<file path="config.mk">
export PLATFORM = sky130hd
export DESIGN_NAME = ov9281_frame_packer
export DESIGN_NICKNAME = d
export VERILOG_FILES = /design/src/rtl/ov9281_frame_packer.sv
export SDC_FILE = /design/constraint.sdc
export NUM_CORES = 1
export LEC_CHECK = 0
export BUFFER_PORTS_ARGS = -buffer_cell sky130_fd_sc_hd__buf_2
export CAP_MARGIN = 20
export CORE_MARGIN = 4
export CORE_UTILIZATION = 50
export DETAILED_ROUTE_END_ITERATION = 12
export GPL_TIMING_DRIVEN = 0
export PLACE_DENSITY_LB_ADDON = 0.25
export SYNTH_ARGS = -nofsm -noshare
export SYNTH_HDL_FRONTEND = slang
export SYNTH_SLANG_ARGS = --single-unit
</file>
<file path="constraint.sdc">
create_clock -name camera_pclk -period 13.75 [get_ports camera_pclk]
set_input_delay 0.6875 -clock camera_pclk [delete_from_list [all_inputs] [get_ports camera_pclk]]
set_output_delay 0.6875 -clock camera_pclk [all_outputs]
set_load 0.02 [all_outputs]
</file>
<file path="src/rtl/ov9281_frame_packer.sv">
// rtl/ov9281_frame_packer.sv - aligns OV9281 capture words to vsync frames, tags sof/eof, FWFT buffers them
// and reports per-frame word count and length/overflow status.
module ov9281_frame_packer #(
    parameter int FRAME_WORDS = 256000,
    parameter int CNT_W       = 19,
    parameter int FIFO_AW     = 4
) (
    input  logic             camera_pclk,
    input  logic             rst_n,
    input  logic             init_done,
    input  logic             camera_vsync,
    input  logic             in_req,
    input  logic [31:0]      in_data,
    output logic             out_valid,
    input  logic             out_ready,
    output logic [31:0]      out_data,
    output logic             out_sof,
    output logic             out_eof,
    output logic             frame_done,
    output logic             frame_err,
    output logic [CNT_W-1:0] word_cnt,
    output logic             overflow
);

    localparam int               DEPTH     = 1 << FIFO_AW;
    localparam logic [CNT_W-1:0] FRAME_CNT = CNT_W'(FRAME_WORDS);
    localparam logic [CNT_W-1:0] LAST_IDX  = CNT_W'(FRAME_WORDS - 1);
    localparam logic [CNT_W-1:0] CNT_MAX   = {CNT_W{1'b1}};

    typedef enum logic [1:0] {
        ST_IDLE,
        ST_WAIT,
        ST_ACTIVE
    } state_t;

    state_t           state;
    state_t           state_nxt;
    logic             vsync_d;
    logic             vs_fall;
    logic             vs_rise;
    logic [CNT_W-1:0] cur_cnt;
    logic [CNT_W-1:0] cnt_nxt;
    logic             err_cur;
    logic             err_nxt;
    logic             accept;
    logic             in_range;
    logic             push;
    logic             drop_full;
    logic             close_frame;

    logic [FIFO_AW:0] wr_ptr;
    logic [FIFO_AW:0] rd_ptr;
    logic [33:0]      mem [DEPTH];
    logic [33:0]      head;
    logic             full;
    logic             empty;
    logic             pop;

    assign vs_fall  = ~camera_vsync & vsync_d;
    assign vs_rise  = camera_vsync & ~vsync_d;
    assign accept   = (state == ST_ACTIVE) & in_req;
    assign in_range = cur_cnt < FRAME_CNT;

    always_comb begin
        state_nxt   = state;
        cnt_nxt     = cur_cnt;
        err_nxt     = err_cur;
        push        = 1'b0;
        drop_full   = 1'b0;
        close_frame = 1'b0;

        // Words past the FIFO limit still advance the index so later tags stay frame-aligned.
        if (accept) begin
            if (in_range) begin
                cnt_nxt = cur_cnt + 1'b1;
                if (full) begin
                    drop_full = 1'b1;
                    err_nxt   = 1'b1;
                end else begin
                    push = 1'b1;
                end
            end else begin
                err_nxt = 1'b1;
                if (cur_cnt != CNT_MAX) begin
                    cnt_nxt = cur_cnt + 1'b1;
                end
            end
        end

        case (state)
            ST_IDLE: begin
                if (init_done & camera_vsync) begin
                    state_nxt = ST_WAIT;
                end
            end
            ST_WAIT: begin
                if (vs_fall) begin
                    state_nxt = ST_ACTIVE;
                    cnt_nxt   = '0;
                    err_nxt   = 1'b0;
                end
            end
            ST_ACTIVE: begin
                if (vs_rise) begin
                    state_nxt   = ST_WAIT;
                    close_frame = 1'b1;
                end
            end
            default: state_nxt = ST_IDLE;
        endcase
    end

    always_ff @(posedge camera_pclk or negedge rst_n) begin
        if (!rst_n) begin
            state      <= ST_IDLE;
            vsync_d    <= 1'b0;
            cur_cnt    <= '0;
            err_cur    <= 1'b0;
            frame_done <= 1'b0;
            frame_err  <= 1'b0;
            word_cnt   <= '0;
            overflow   <= 1'b0;
        end else begin
            state      <= state_nxt;
            vsync_d    <= camera_vsync;
            cur_cnt    <= cnt_nxt;
            err_cur    <= err_nxt;
            frame_done <= close_frame;
            if (close_frame) begin
                word_cnt  <= cnt_nxt;
                frame_err <= (cnt_nxt != FRAME_CNT) | err_nxt;
            end
            if (drop_full) begin
                overflow <= 1'b1;
            end
        end
    end

    // Full is taken before this cycle's pop, so a push into a full FIFO is dropped even if it drains.
    assign empty = (wr_ptr == rd_ptr);
    assign full  = (wr_ptr[FIFO_AW] != rd_ptr[FIFO_AW]) &&
                   (wr_ptr[FIFO_AW-1:0] == rd_ptr[FIFO_AW-1:0]);
    assign pop   = ~empty & out_ready;

    always_ff @(posedge camera_pclk or negedge rst_n) begin
        if (!rst_n) begin
            wr_ptr <= '0;
            rd_ptr <= '0;
        end else begin
            if (push) begin
                wr_ptr <= wr_ptr + 1'b1;
            end
            if (pop) begin
                rd_ptr <= rd_ptr + 1'b1;
            end
        end
    end

    always_ff @(posedge camera_pclk) begin
        if (push) begin
            mem[wr_ptr[FIFO_AW-1:0]] <= {(cur_cnt == LAST_IDX), (cur_cnt == '0), in_data};
        end
    end

    assign head      = mem[rd_ptr[FIFO_AW-1:0]];
    assign out_valid = ~empty;
    assign out_data  = empty ? 32'd0 : head[31:0];
    assign out_sof   = ~empty & head[32];
    assign out_eof   = ~empty & head[33];

endmodule

</file>
==> results.py <==
metrics = {
    "run_status": {
        "status": "finished, final reports clean",
    },
    "clock_network": {
        "cts_root_buf": "clkbuf_16",
        "ctsResizeCount": 0,
        "postCtsSetupBuffers": 0,
        "max-clock-path-buffers": 3,
        "cts.sinks": 599,
        "clk_pin_slew_ps": 60,
        "postCtsHoldBufs": 0,
        "cts_tree": "built",
        "numCtsBuffers": 58,
        "cts_htree_levels": 2,
        "clkLatencyLatePin_ps": 620,
    },
    "pwr": {
        "power.density_nw_per_um2": 194,
        "peakVddDrop_mv": 0.157,
        "power.leakage_nw": 9.18,
    },
    "detailed_routing": {
        "first_pass_iters": 5,
        "detail_route.vias_per_cell": 5.94,
        "ant_nets": 0,
        "drc_errors": 0,
        "dr.first_iter.drc_count": 1189,
        "via_count": 11600,
        "wl_um": 51900,
        "wl_per_cell_um": 26.7,
    },
    "timing": {
        "fmax_mhz": 219,
        "skew_ps": 15.7,
        "post-route-min-period_ps": 4560,
        "max-slew-margin-rel": 0.316,
        "maxSlewViolCount": 0,
        "rsz0062_at_grt": "no",
        "hold_violations": 0,
        "fin_tns_setup_ps": 0,
        "hold_ws_ps": 107,
        "post-route-period-util": 0.332,
        "finalSetupViolations": 0,
        "tightest_slew_ps": 1020,
    },
    "global_route": {
        "grt_pass1_vias": 11800,
        "grt_usage": 0.209,
        "grt_pass1_wl_um": 77800,
        "grt_max_degree": 29,
        "antenna_found_initial": 5,
        "overflow": 0,
    },
    "layout": {
        "finalNetCount": 1334,
        "synthToLayoutAreaGrowth_pct": 16.4,
        "final_cells": 1945,
        "final_area_um2": 27400,
        "fillerInstances": 3319,
        "layout_commonest_cell": "edfxtp_1",
        "drive_above_1_share": 0.327,
        "mostFrequentLayoutCells": "edfxtp_1 (544), mux4_2 (170), buf_2 (106)",
    },
    "die": {
        "die_w_um": 225,
        "start_util": 0.506,
        "rows": 79,
        "chipHeight_um": 225,
        "coreArea_um2": 46500,
        "die_area_um2": 50500,
        "io_pins": 95,
    },
    "worst_setup_path": {
        "cp-start-kind": "register",
        "r2r_slack_ps": 9900,
        "cp.arrival_ps": 3870,
        "worstPathMaxFanout": 10,
        "crit_required_ps": 13060,
        "crit_path_end_kind": "output port",
        "crit_chain": "clkbuf_1 -> xnor2_1 -> nand4_1 -> nor2b_1 -> clkbuf_1 -> nor2b_1 -> buf_2",
        "path_buf_inv": 3,
        "cp_slowest_cell": "nor2b_1",
        "path_class": "reg2out",
        "max_stage_delay_ps": 790,
        "cp_top_family": "buffers and inverters",
    },
    "worst_hold_path": {
        "holdCritPathClass": "in2async",
    },
    "synthesis": {
        "synth_compound_area_frac": 0.0133,
        "async_flop_share": 0.0918,
        "seq_area_frac_synth": 0.754,
        "syn_inst": 1101,
        "yosys.area_share.simple": 0.0428,
        "ys.flop_type": "edfxtp_1",
        "synthMuxAreaShare": 0.166,
        "netlist_area_um2": 23500,
        "synth_top_family_by_area": "multiplexers",
        "syn_avg_cell_area_um2": 21.3,
        "yosys_warnings": 0,
        "synth_seq_cells": 599,
        "synth-xor-area-share": 0.00820,
        "syn_nets": 1146,
        "synth_edf_count": 544,
        "synth_cell_types": 54,
        "synthAdderAreaFrac": 0.00373,
    },
    "run": {
        "cap_viol_max_count": 0,
    },
    "place": {
        "gp_congestion": 0.831,
        "io_buffers": 94,
        "placed_cell_area_um2": 25400,
        "dp.cells": 1836,
        "detailed_place_hpwl_um": 32900,
    },
}
[area by class of cell]
class	instances	area, µm²	share of cell area
clock buffers	73	1530	0.0559
inverters	15	56.3	0.00206
multi-input cells	435	5610	0.205
repair buffers	128	1020	0.0375
well taps	607	759	0.0278
diodes	1	2.50	0.0000915
clock inverters	35	430	0.0157
plain buffers	52	228	0.00832
flip-flops and latches	599	17700	0.648
[path summary, 6_finish.rpt]
check | startpoint | endpoint | cells past startpoint
setup reg to reg | rd_ptr[3] | mem[0][10] | 10
setup / recovery | rd_ptr[3] | out_data[22] | 7
hold reg to reg | word_cnt[10] | word_cnt[10] | 2
hold / removal | rst_n | word_cnt[12] | 1
max in group asynchronous | rst_n | wr_ptr[0] | 2
min in group camera_pclk | camera_vsync | vsync_d | 1
[cell usage after synthesis, drive strengths merged (3+ instances only)]
cell type	instances	area, µm²
nand2b	4	25.0
xnor2	15	131
o21ai	16	80.1
nor2b	37	231
clkbuf	32	130
buf	20	97.6
mux2i	5	53.8
nand4	12	96.3
inv	15	56.3
dfrtp	55	1380
edfxtp	544	16300
ha	7	87.6
and4	3	27.5
xor2	7	61.3
nor2	42	158
nand3	10	67.6
nor3	7	35.0
nand2	46	173
nor4	5	61.3
and3	6	38.8
mux4	170	3830
a31oi	3	18.8
a21oi	8	40.0
o2111ai	3	32.5
o31ai	9	72.6
[routing by layer]
layer	vias up	GRT usage	part of all wire
met5	-	0	0.00060
met4	6	0.0492	0.017
met3	74	0.0380	0.067
li1	4913	-	-
met1	6160	0.313	0.43
met2	399	0.328	0.49
[where the power goes]
part           switching [mW]  total [mW]  internal, mW  leakage [nW]
clock                   0.668        1.63         0.958         0.951
combinational           0.879        1.60         0.723          2.63
sequential             0.0300        2.08          2.05          5.60
total                    1.58        5.31          3.73          9.18
[stage by stage]
stage               setup slack (ps)   util  total power [mW]
floorplan                       9340      -              3.20
global placement                5940  0.532              3.69
detailed placement              9780  0.547              3.75
CTS                             9120  0.589              5.37
global route                    9030  0.589              5.54
finish                          9190  0.589              5.31
[cells by family after synthesis]
group / after synthesis
buf+inv: 67
xor+xnor: 22
mux: 177
simple gates: 182
compound gates: 47
fa+ha+maj: 7
flops: 599
[sequential cells by signal, summed over array words and instances (netlist names)]
signal      flops
state           2
frame_done      1
overflow        1
wr_ptr          5
word_cnt       19
mem           544
cur_cnt        19
vsync_d         1
rd_ptr          5
frame_err       1
err_cur         1
No activity file was read; power rests on OpenSTA's default activity.
